===== src/rtl/pwl_pkg.sv =====
// Shared constants for the piecewise-linear activation engine:
// Q-format defaults, bank/mode encoding and output clamp limits.
package pwl_pkg;

    localparam int FRAC_OUT   = 17;
    localparam int WL_IN_DEF  = 18;
    localparam int WL_OUT_DEF = 18;

    localparam logic MODE_TANH = 1'b0;
    localparam logic MODE_SIGM = 1'b1;

    function automatic int sat_hi(input int wl);
        return (2 ** (wl - 1)) - 1;
    endfunction

    // Tanh clamps symmetrically; sigmoid output is never negative.
    function automatic int sat_lo(input int wl, input logic mode);
        return (mode == MODE_SIGM) ? 0 : -((2 ** (wl - 1)) - 1);
    endfunction

endpackage


===== src/rtl/pwl_coef_ram.sv =====
// Coefficient store: one write port for the host, one registered read port
// for the pipeline. A same-address write and read in one cycle returns old data.
module pwl_coef_ram #(
    parameter int ADDR_W = 6,
    parameter int DATA_W = 36
) (
    input  logic              clk,
    input  logic              i_we,
    input  logic [ADDR_W-1:0] i_waddr,
    input  logic [DATA_W-1:0] i_wdata,
    input  logic              i_re,
    input  logic [ADDR_W-1:0] i_raddr,
    output logic [DATA_W-1:0] o_rdata
);

    logic [DATA_W-1:0] r_mem [2**ADDR_W];
    logic [DATA_W-1:0] r_rdata;

    always_ff @(posedge clk) begin
        if (i_we) r_mem[i_waddr] <= i_wdata;
        if (i_re) r_rdata <= r_mem[i_raddr];
    end

    assign o_rdata = r_rdata;

endmodule


===== src/rtl/pwl_act_unit.sv =====
// Piecewise-linear activation y = a[k]*x + b[k] with tanh/sigmoid banks,
// four-stage valid/ready pipeline and explicit saturation.
module pwl_act_unit
    import pwl_pkg::*;
#(
    parameter int WL_IN    = WL_IN_DEF,
    parameter int FRAC_IN  = 12,
    parameter int WL_OUT   = WL_OUT_DEF,
    parameter int WL_COEF  = FRAC_OUT + 1,
    parameter int SEG_LOG2 = 10,
    parameter int NSEG     = 32
) (
    input  logic                     clk,
    input  logic                     rst,
    input  logic                     in_valid,
    output logic                     in_ready,
    input  logic [WL_IN-1:0]         in_data,
    input  logic                     in_mode,
    output logic                     out_valid,
    input  logic                     out_ready,
    output logic [WL_OUT-1:0]        out_data,
    output logic                     out_sat,
    input  logic                     cfg_we,
    input  logic                     cfg_bank,
    input  logic [$clog2(NSEG)-1:0]  cfg_addr,
    input  logic [WL_COEF-1:0]       cfg_a,
    input  logic [WL_COEF-1:0]       cfg_b
);

    localparam int IDX_W  = $clog2(NSEG);
    localparam int PROD_W = WL_COEF + WL_IN;
    localparam int PE_W   = PROD_W + 1;
    localparam int T_W    = PE_W - FRAC_IN;
    localparam int SUM_W  = T_W + 1;

    localparam logic signed [WL_IN-1:0] SEG_MIN  = WL_IN'(-(NSEG / 2));
    localparam logic signed [WL_IN-1:0] SEG_MAX  = WL_IN'(NSEG / 2 - 1);
    localparam logic signed [PE_W-1:0]  RND_BIAS = PE_W'(2 ** (FRAC_IN - 1));
    localparam logic signed [SUM_W-1:0] HI       = SUM_W'(sat_hi(WL_OUT));
    localparam logic signed [SUM_W-1:0] LO_TANH  = SUM_W'(sat_lo(WL_OUT, MODE_TANH));
    localparam logic signed [SUM_W-1:0] LO_SIGM  = SUM_W'(sat_lo(WL_OUT, MODE_SIGM));

    function automatic logic signed [T_W-1:0] round_q(input logic signed [PROD_W-1:0] p);
        logic signed [PE_W-1:0] pe;
        pe = PE_W'(p) + RND_BIAS;
        return pe[PE_W-1:FRAC_IN];
    endfunction

    // Sum is wide enough that it never wraps before being clamped.
    function automatic logic [WL_OUT:0] clamp_q(input logic signed [T_W-1:0] t,
                                                input logic signed [WL_COEF-1:0] b,
                                                input logic mode);
        logic signed [SUM_W-1:0] s;
        logic signed [SUM_W-1:0] lo;
        logic [WL_OUT:0]         res;
        lo  = (mode == MODE_SIGM) ? LO_SIGM : LO_TANH;
        s   = SUM_W'(t) + SUM_W'(b);
        res = {1'b0, s[WL_OUT-1:0]};
        if (s > HI)      res = {1'b1, HI[WL_OUT-1:0]};
        else if (s < lo) res = {1'b1, lo[WL_OUT-1:0]};
        return res;
    endfunction

    logic                       w_adv;
    logic signed [WL_IN-1:0]    w_x;
    logic signed [WL_IN-1:0]    w_seg;
    logic [IDX_W-1:0]           w_idx;
    logic [2*WL_COEF-1:0]       w_coef_p2;
    logic signed [WL_COEF-1:0]  w_a_p2;
    logic signed [WL_COEF-1:0]  w_b_p2;
    logic signed [PROD_W-1:0]   w_prod;
    logic [WL_OUT:0]            w_clamp;
    logic [WL_OUT-1:0]          w_y;
    logic                       w_sat;

    logic                       r_vld_p1, r_vld_p2, r_vld_p3;
    logic signed [WL_IN-1:0]    r_x_p1, r_x_p2;
    logic                       r_mode_p1, r_mode_p2, r_mode_p3;
    logic [IDX_W-1:0]           r_idx_p1;
    logic                       r_below_p1, r_below_p2, r_below_p3;
    logic                       r_above_p1, r_above_p2, r_above_p3;
    logic signed [PROD_W-1:0]   r_p_p3;
    logic signed [WL_COEF-1:0]  r_b_p3;
    logic                       r_out_vld;
    logic [WL_OUT-1:0]          r_out_data;
    logic                       r_out_sat;

    assign w_adv    = !r_out_vld || out_ready;
    assign in_ready = w_adv;

    // S1: segment index and range classification
    assign w_x   = in_data;
    assign w_seg = w_x >>> SEG_LOG2;
    // seg + NSEG/2 for an in-range seg is just its low bits with the MSB flipped
    assign w_idx = {~w_seg[IDX_W-1], w_seg[IDX_W-2:0]};

    // S2: registered coefficient read from bank[mode][idx]
    pwl_coef_ram #(
        .ADDR_W (IDX_W + 1),
        .DATA_W (2 * WL_COEF)
    ) u_coef_ram (
        .clk     (clk),
        .i_we    (cfg_we),
        .i_waddr ({cfg_bank, cfg_addr}),
        .i_wdata ({cfg_a, cfg_b}),
        .i_re    (w_adv),
        .i_raddr ({r_mode_p1, r_idx_p1}),
        .o_rdata (w_coef_p2)
    );

    assign w_a_p2 = w_coef_p2[2*WL_COEF-1:WL_COEF];
    assign w_b_p2 = w_coef_p2[WL_COEF-1:0];

    // S3: full-precision product
    assign w_prod = PROD_W'(w_a_p2) * PROD_W'(r_x_p2);

    // S4: round, add intercept, clamp
    assign w_clamp = clamp_q(round_q(r_p_p3), r_b_p3, r_mode_p3);

    always_comb begin
        w_y   = w_clamp[WL_OUT-1:0];
        w_sat = w_clamp[WL_OUT];
        if (r_below_p3) begin
            w_y   = (r_mode_p3 == MODE_SIGM) ? LO_SIGM[WL_OUT-1:0] : LO_TANH[WL_OUT-1:0];
            w_sat = 1'b1;
        end else if (r_above_p3) begin
            w_y   = HI[WL_OUT-1:0];
            w_sat = 1'b1;
        end
    end

    always_ff @(posedge clk) begin
        if (rst) begin
            r_vld_p1   <= 1'b0;
            r_vld_p2   <= 1'b0;
            r_vld_p3   <= 1'b0;
            r_out_vld  <= 1'b0;
            r_out_data <= '0;
            r_out_sat  <= 1'b0;
        end else if (w_adv) begin
            r_vld_p1  <= in_valid;
            r_vld_p2  <= r_vld_p1;
            r_vld_p3  <= r_vld_p2;
            r_out_vld <= r_vld_p3;
            if (r_vld_p3) begin
                r_out_data <= w_y;
                r_out_sat  <= w_sat;
            end
        end
    end

    always_ff @(posedge clk) begin
        if (w_adv) begin
            r_x_p1     <= w_x;
            r_mode_p1  <= in_mode;
            r_idx_p1   <= w_idx;
            r_below_p1 <= (w_seg < SEG_MIN);
            r_above_p1 <= (w_seg > SEG_MAX);
            r_x_p2     <= r_x_p1;
            r_mode_p2  <= r_mode_p1;
            r_below_p2 <= r_below_p1;
            r_above_p2 <= r_above_p1;
            r_p_p3     <= w_prod;
            r_b_p3     <= w_b_p2;
            r_mode_p3  <= r_mode_p2;
            r_below_p3 <= r_below_p2;
            r_above_p3 <= r_above_p2;
        end
    end

    assign out_valid = r_out_vld;
    assign out_data  = r_out_data;
    assign out_sat   = r_out_sat;

endmodule

===== config.mk =====
export PLATFORM = sky130hd
export DESIGN_NAME = pwl_act_unit
export DESIGN_NICKNAME = d
export VERILOG_FILES = /design/src/rtl/pwl_pkg.sv /design/src/rtl/pwl_coef_ram.sv /design/src/rtl/pwl_act_unit.sv
export SDC_FILE = /design/constraint.sdc
export NUM_CORES = 2
export LEC_CHECK = 0
export CAP_MARGIN = 20
export CORE_MARGIN = 3
export CORE_UTILIZATION = 63
export CTS_CLUSTER_DIAMETER = 30
export DETAILED_ROUTE_END_ITERATION = 6
export GPL_TIMING_DRIVEN = 0
export MAX_ROUTING_LAYER = met4
export PLACE_DENSITY = 0.89
export REMOVE_ABC_BUFFERS = 1
export SLEW_MARGIN = 30
export SYNTH_ARGS = -nofsm -noshare
export SYNTH_HDL_FRONTEND = slang
export SYNTH_HIERARCHICAL = 1
export SYNTH_SLANG_ARGS = --single-unit

===== constraint.sdc =====
create_clock -name clk -period 8 [get_ports clk]
set_input_delay 1.6 -clock clk [delete_from_list [all_inputs] [get_ports clk]]
set_output_delay 1.6 -clock clk [all_outputs]
set_load 0.1 [all_outputs]

==> results of run 1 <==
Yosys cell counts, types with 5 or more instances:
library cell,instances
nor2b_1,42
o21a_1,7
nand3_1,63
buf_2,54
nand3b_1,5
inv_1,404
xor2_1,18
buf_1,23
and4_1,9
or3_1,9
and3_1,17
o21bai_1,7
ha_1,126
a21o_1,12
a31oi_1,12
a22oi_1,78
edfxtp_1,2429
nand4_1,12
nand2_1,230
o221ai_1,34
a221o_1,12
o22ai_1,124
o21ai_0,37
nor3_1,21
xnor2_1,52
mux2_2,8
mux2i_1,76
nand2b_1,23
o22a_1,23
or2_2,6
buf_4,42
nor4_1,31
buf_6,11
a211oi_1,49
a21oi_1,44
mux4_2,556
dfxtp_1,23
o211ai_1,15
clkbuf_1,137
and2_1,166
nor2_1,165
fa_1,329
layer usage:
metal,GRT usage (%),GRT overflow
met5,-,-
met4,53.54,3
met3,39.84,0
met2,74.34,2
met1,60.45,1
kinds of logic after synthesis:
group,count (synthesis),synth area share [%]
muxes,640,12.62
adders and majority gates,455,7.703
xor gates and xnor gates,70,0.5785
AOI/OAI and AO/OA,493,3.321
DFF,2452,69.26
buffers and inverters,671,2.667
and+or+nand+nor,814,3.848
metrics by stage:
stage | TNS [ns] | cell area (um^2)
after floorplan | -590.28 | 104700
after CTS | 0 | 128800
after detailed placement | 0 | 115300
after global placement | -1036.06 | 108300
==> results_dict.tcl, run 1 <==
set metrics [dict create \
    port_buffers 86 \
    grtUsageTotal_pct 58.91 \
    postCtsSetupBuffers 0 \
    cts_root_buf "clkbuf_16" \
    rows 149 \
    yosysWarnings 6 \
    post-dp-hpwl_mm 224.1 \
    clock_path_buffers 4 \
    htree_levels 5 \
    synth.cell_area_mm2 0.1060 \
    error_line "[ERROR GRT-0232] Routing congestion too high. Check the congestion heatmap in the GUI." \
    async_flop_share_pct 0 \
    clock-sinks 2452 \
    ys_types 73 \
    dpl.cell_count 7937 \
    synth_seq_cells 2452 \
    syn_avg_cell_area_um2 18.94 \
    gp_congestion 0.8853 \
    fp.dieW_um 416.1 \
    synth-edff-count 2429 \
    synthesis.instances 5595 \
    yosysSeqAreaShare_pct 69.26 \
    grt-ovfl-total 6 \
    synth_top_area_share_pct 68.83 \
    outcome "did not finish" \
    synth_area_leaders "edfxtp_1 (69%), mux4_2 (12%), fa_1 (6.2%), ha_1 (1.5%), inv_1 (1.4%)" \
    preCtsSetupSlack_ns 0.5546 \
    yosysTopAreaCell "edfxtp_1" \
    cts_made_buffers 410 \
    grt_max_degree 65 \
    cts_hold_buf 0 \
    io_pins 87 \
    haltStage "global routing" \
    cts.repair.resized 0 \
    synth_ff_type "edfxtp_1" \
    die_h_um 416.1 \
    start_util_pct 63.80 \
]
==> run 2, diff against run 1 <==
--- a/config.mk
+++ b/config.mk
@@ -7,12 +7,10 @@
 export LEC_CHECK = 0
 export CAP_MARGIN = 20
 export CORE_MARGIN = 3
-export CORE_UTILIZATION = 63
-export CTS_CLUSTER_DIAMETER = 30
+export CORE_UTILIZATION = 40
 export DETAILED_ROUTE_END_ITERATION = 6
 export GPL_TIMING_DRIVEN = 0
-export MAX_ROUTING_LAYER = met4
-export PLACE_DENSITY = 0.89
+export PLACE_DENSITY_LB_ADDON = 0.15
 export REMOVE_ABC_BUFFERS = 1
 export SLEW_MARGIN = 30
 export SYNTH_ARGS = -nofsm -noshare
==> results_dict.tcl, run 2 <==
set metrics [dict create \
    power.leakage_nw 42.66 \
    maxCapViolCount 0 \
    syn_avg_cell_area_um2 18.94 \
    grtUsageTotal_pct 21.38 \
    cts_root_buf "clkbuf_16" \
    final_core_utilization_pct 48.22 \
    clkLatencyLatePin_ns 0.85 \
    dpl.cell_count 9330 \
    cts_made_buffers 276 \
    start_util_pct 40.30 \
    synth_area_leaders "edfxtp_1 (69%), mux4_2 (12%), fa_1 (6.2%), ha_1 (1.5%), inv_1 (1.4%)" \
    postCtsSetupBuffers 0 \
    synth_seq_cells 2452 \
    gp_congestion 0.8051 \
    synth_common_cells "edfxtp_1 (2429), mux4_2 (556), inv_1 (404), fa_1 (329), nand2_1 (230)" \
    cts_hold_buf 0 \
    port_buffers 86 \
    drt_first_pass_iters 5 \
    fin_hold_ws_ns 0.4157 \
    grt_pass1_vias 57170 \
    final.setup.tns_ns 0 \
    hold_class "flip-flop to flip-flop" \
    io_pins 87 \
    coreArea_mm2 0.2630 \
    clock-sinks 2452 \
    total_power_mw 50.79 \
    clock_path_buffers 4 \
    crit_buf_inv 5 \
    drtIter0Drc 5251 \
    layout.nets 6614 \
    max_freq_ghz 0.1345 \
    slew_headroom_pct 32.08 \
    rsz0062_at_grt "no" \
    final-instance-count-excl-fill 9810 \
    post-dp-hpwl_mm 202.8 \
    path_cells "nand2_1, fa_1, inv_1, fa_1, inv_1, fa_1, inv_1, fa_1, fa_1, inv_1, fa_1, inv_1, ha_1, a21o_1, a221o_1, a21oi_1, or3_1, a31oi_1, o21ai_0, o21bai_1, a211oi_1, xnor2_1" \
    pwr-share-comb_pct 45.2 \
    preCtsSetupSlack_ns 0.5227 \
    worstMarginPinSlew_ns 1.016 \
    crit_top_cell "fa_1" \
    routed_via_density 5.623 \
    layout-drive-gt1-share_pct 23.86 \
    power.switching_mw 18.40 \
    regMostFlops "u_coef_ram/r_mem" \
    fin_ws_ns 0.5628 \
    path_clk_slew_ns 0.06 \
    die_h_um 520.7 \
    synth_most_common_cell "edfxtp_1" \
    hold_violations 0 \
    largest_register_ffs 2304 \
    ant_nets 0 \
    crit_type "flip-flop to flip-flop" \
    slowest_stage "edfxtp_1" \
    crit_fanout 18 \
    routed_wl_mm 289.3 \
    fp.dieW_um 520.7 \
    grt_max_degree 65 \
    antenna_found_initial 18 \
    period_needed_ns 7.437 \
    outcome "complete, no violations" \
    peakVddDrop_mv 1.042 \
    end_kind "flip-flop" \
    p_seq_share_pct 31.3 \
    async_flop_share_pct 0 \
    yosysTopAreaCell "edfxtp_1" \
    cts.repair.resized 0 \
    yosysWarnings 6 \
    drv_slew 0 \
    cts_tree "done" \
    synth.cell_area_mm2 0.1060 \
    cp_top_family "adder cells" \
    synth-edff-count 2429 \
    intPower_mw 32.39 \
    clkPwrFrac_pct 23.6 \
    p_sw_share_pct 36.23 \
    final_common_cell "edfxtp_1" \
    post-route-drc-count 0 \
    critical_path_required_ns 8.52 \
    dieArea_mm2 0.2711 \
    yosysSeqAreaShare_pct 69.26 \
    synthesis.instances 5595 \
    rows 188 \
    grt-ovfl-total 0 \
    placed_area_mm2 0.1184 \
    synth_top_area_share_pct 68.83 \
    area_growth_syn_to_layout_pct 19.67 \
    critPathLaunchType "flip-flop" \
    design_area_mm2 0.1268 \
    ys_types 73 \
    wl_per_cell_um 29.49 \
    htree_levels 5 \
    critPathArrivalTime_ns 7.95 \
    via_count 55170 \
    finalSetupViolCount 0 \
    grt_pass1_wl_mm 419.5 \
    synth_ff_type "edfxtp_1" \
    cellPowerDensity_mw_per_mm2 400.5 \
    cp_slowest_stage_delay_ns 0.96 \
    fin_skew_ns 0.06435 \
    period_share_pct 92.97 \
    final_cell_mix "edfxtp_1 (2429), mux4_2 (556), inv_1 (404), fa_1 (329), clkbuf_16 (285)" \
]
run 2: cell counts after synthesis:
No cell type changed its count.
run 2: final cells by class:
type | instances | area [um^2]
Clock inverter | 125 | 1032
Multi-Input combinational cell | 2472 | 30490
Inverter | 404 | 1516
Fill cell | 21730 | 136200
Sequential cell | 2452 | 73400
Tap cell | 3515 | 4398
Antenna cell | 9 | 22.52
Timing Repair Buffer | 487 | 8592
Clock buffer | 346 | 7371
run 2: path summary, 6_finish.rpt:
kind / startpoint / slack [ns] / cells after the start / endpoint
worst max-delay path: u_coef_ram/o_rdata[25] / 0.56 / 22 / r_p_p3[35]
worst min register to register: r_x_p1[0] / 0.42 / 0 / r_x_p2[0]
worst max register to register: u_coef_ram/o_rdata[25] / 0.56 / 22 / r_p_p3[35]
worst min-delay path: r_x_p1[0] / 0.42 / 0 / r_x_p2[0]
run 2: metal layers:
layer | vias to the layer above | part of all wire (%) | global-route usage, %
met5 | - | 0.012 | 0
li1 | 23010 | - | -
met3 | 447 | 5.8 | 3.264
met4 | 6 | 2.8 | 5.538
met2 | 1734 | 50 | 35.58
met1 | 29960 | 42 | 29.57
run 2: kinds of logic (layout without fill, tap and decap cells):
family	count (synthesis)	in the layout	synth area share [%]
AO/OA/AOI/OAI	493	493	3.321
XOR/XNOR	70	70	0.5785
adder cells (fa/ha/maj)	455	455	7.703
buffers and inverters	671	1362	2.667
flip-flops	2452	2452	69.26
multiplexers	640	640	12.62
other	0	9	0
AND/OR/NAND/NOR	814	814	3.848
run 2: power by group through the flow:
| stage | Clock (mW) | Sequential (mW) | Combinational [mW] |
|---|---|---|---|
| after global routing | 12.8 | 15.9 | 26.4 |
| after global placement | 0 | 16.4 | 23.5 |
| final | 12.0 | 15.9 | 22.9 |
| after floorplan | 0 | 16.3 | 17.3 |
| after detailed placement | 0 | 16.2 | 23.0 |
| after CTS | 12.3 | 15.9 | 23.5 |
run 2: worst register-to-register path, cell delays in order (launching register included):
cell      delay (ns)
edfxtp_1        0.96
nand2_1         0.20
fa_1            0.58
inv_1           0.06
fa_1            0.50
inv_1           0.05
fa_1            0.55
inv_1           0.06
fa_1            0.49
fa_1            0.51
inv_1           0.05
fa_1            0.49
inv_1           0.05
ha_1            0.31
a21o_1          0.17
a221o_1         0.36
a21oi_1         0.22
or3_1           0.19
a31oi_1         0.14
o21ai_0         0.59
o21bai_1        0.27
a211oi_1        0.29
xnor2_1         0.11
No activity file was read; power rests on OpenSTA's default activity.
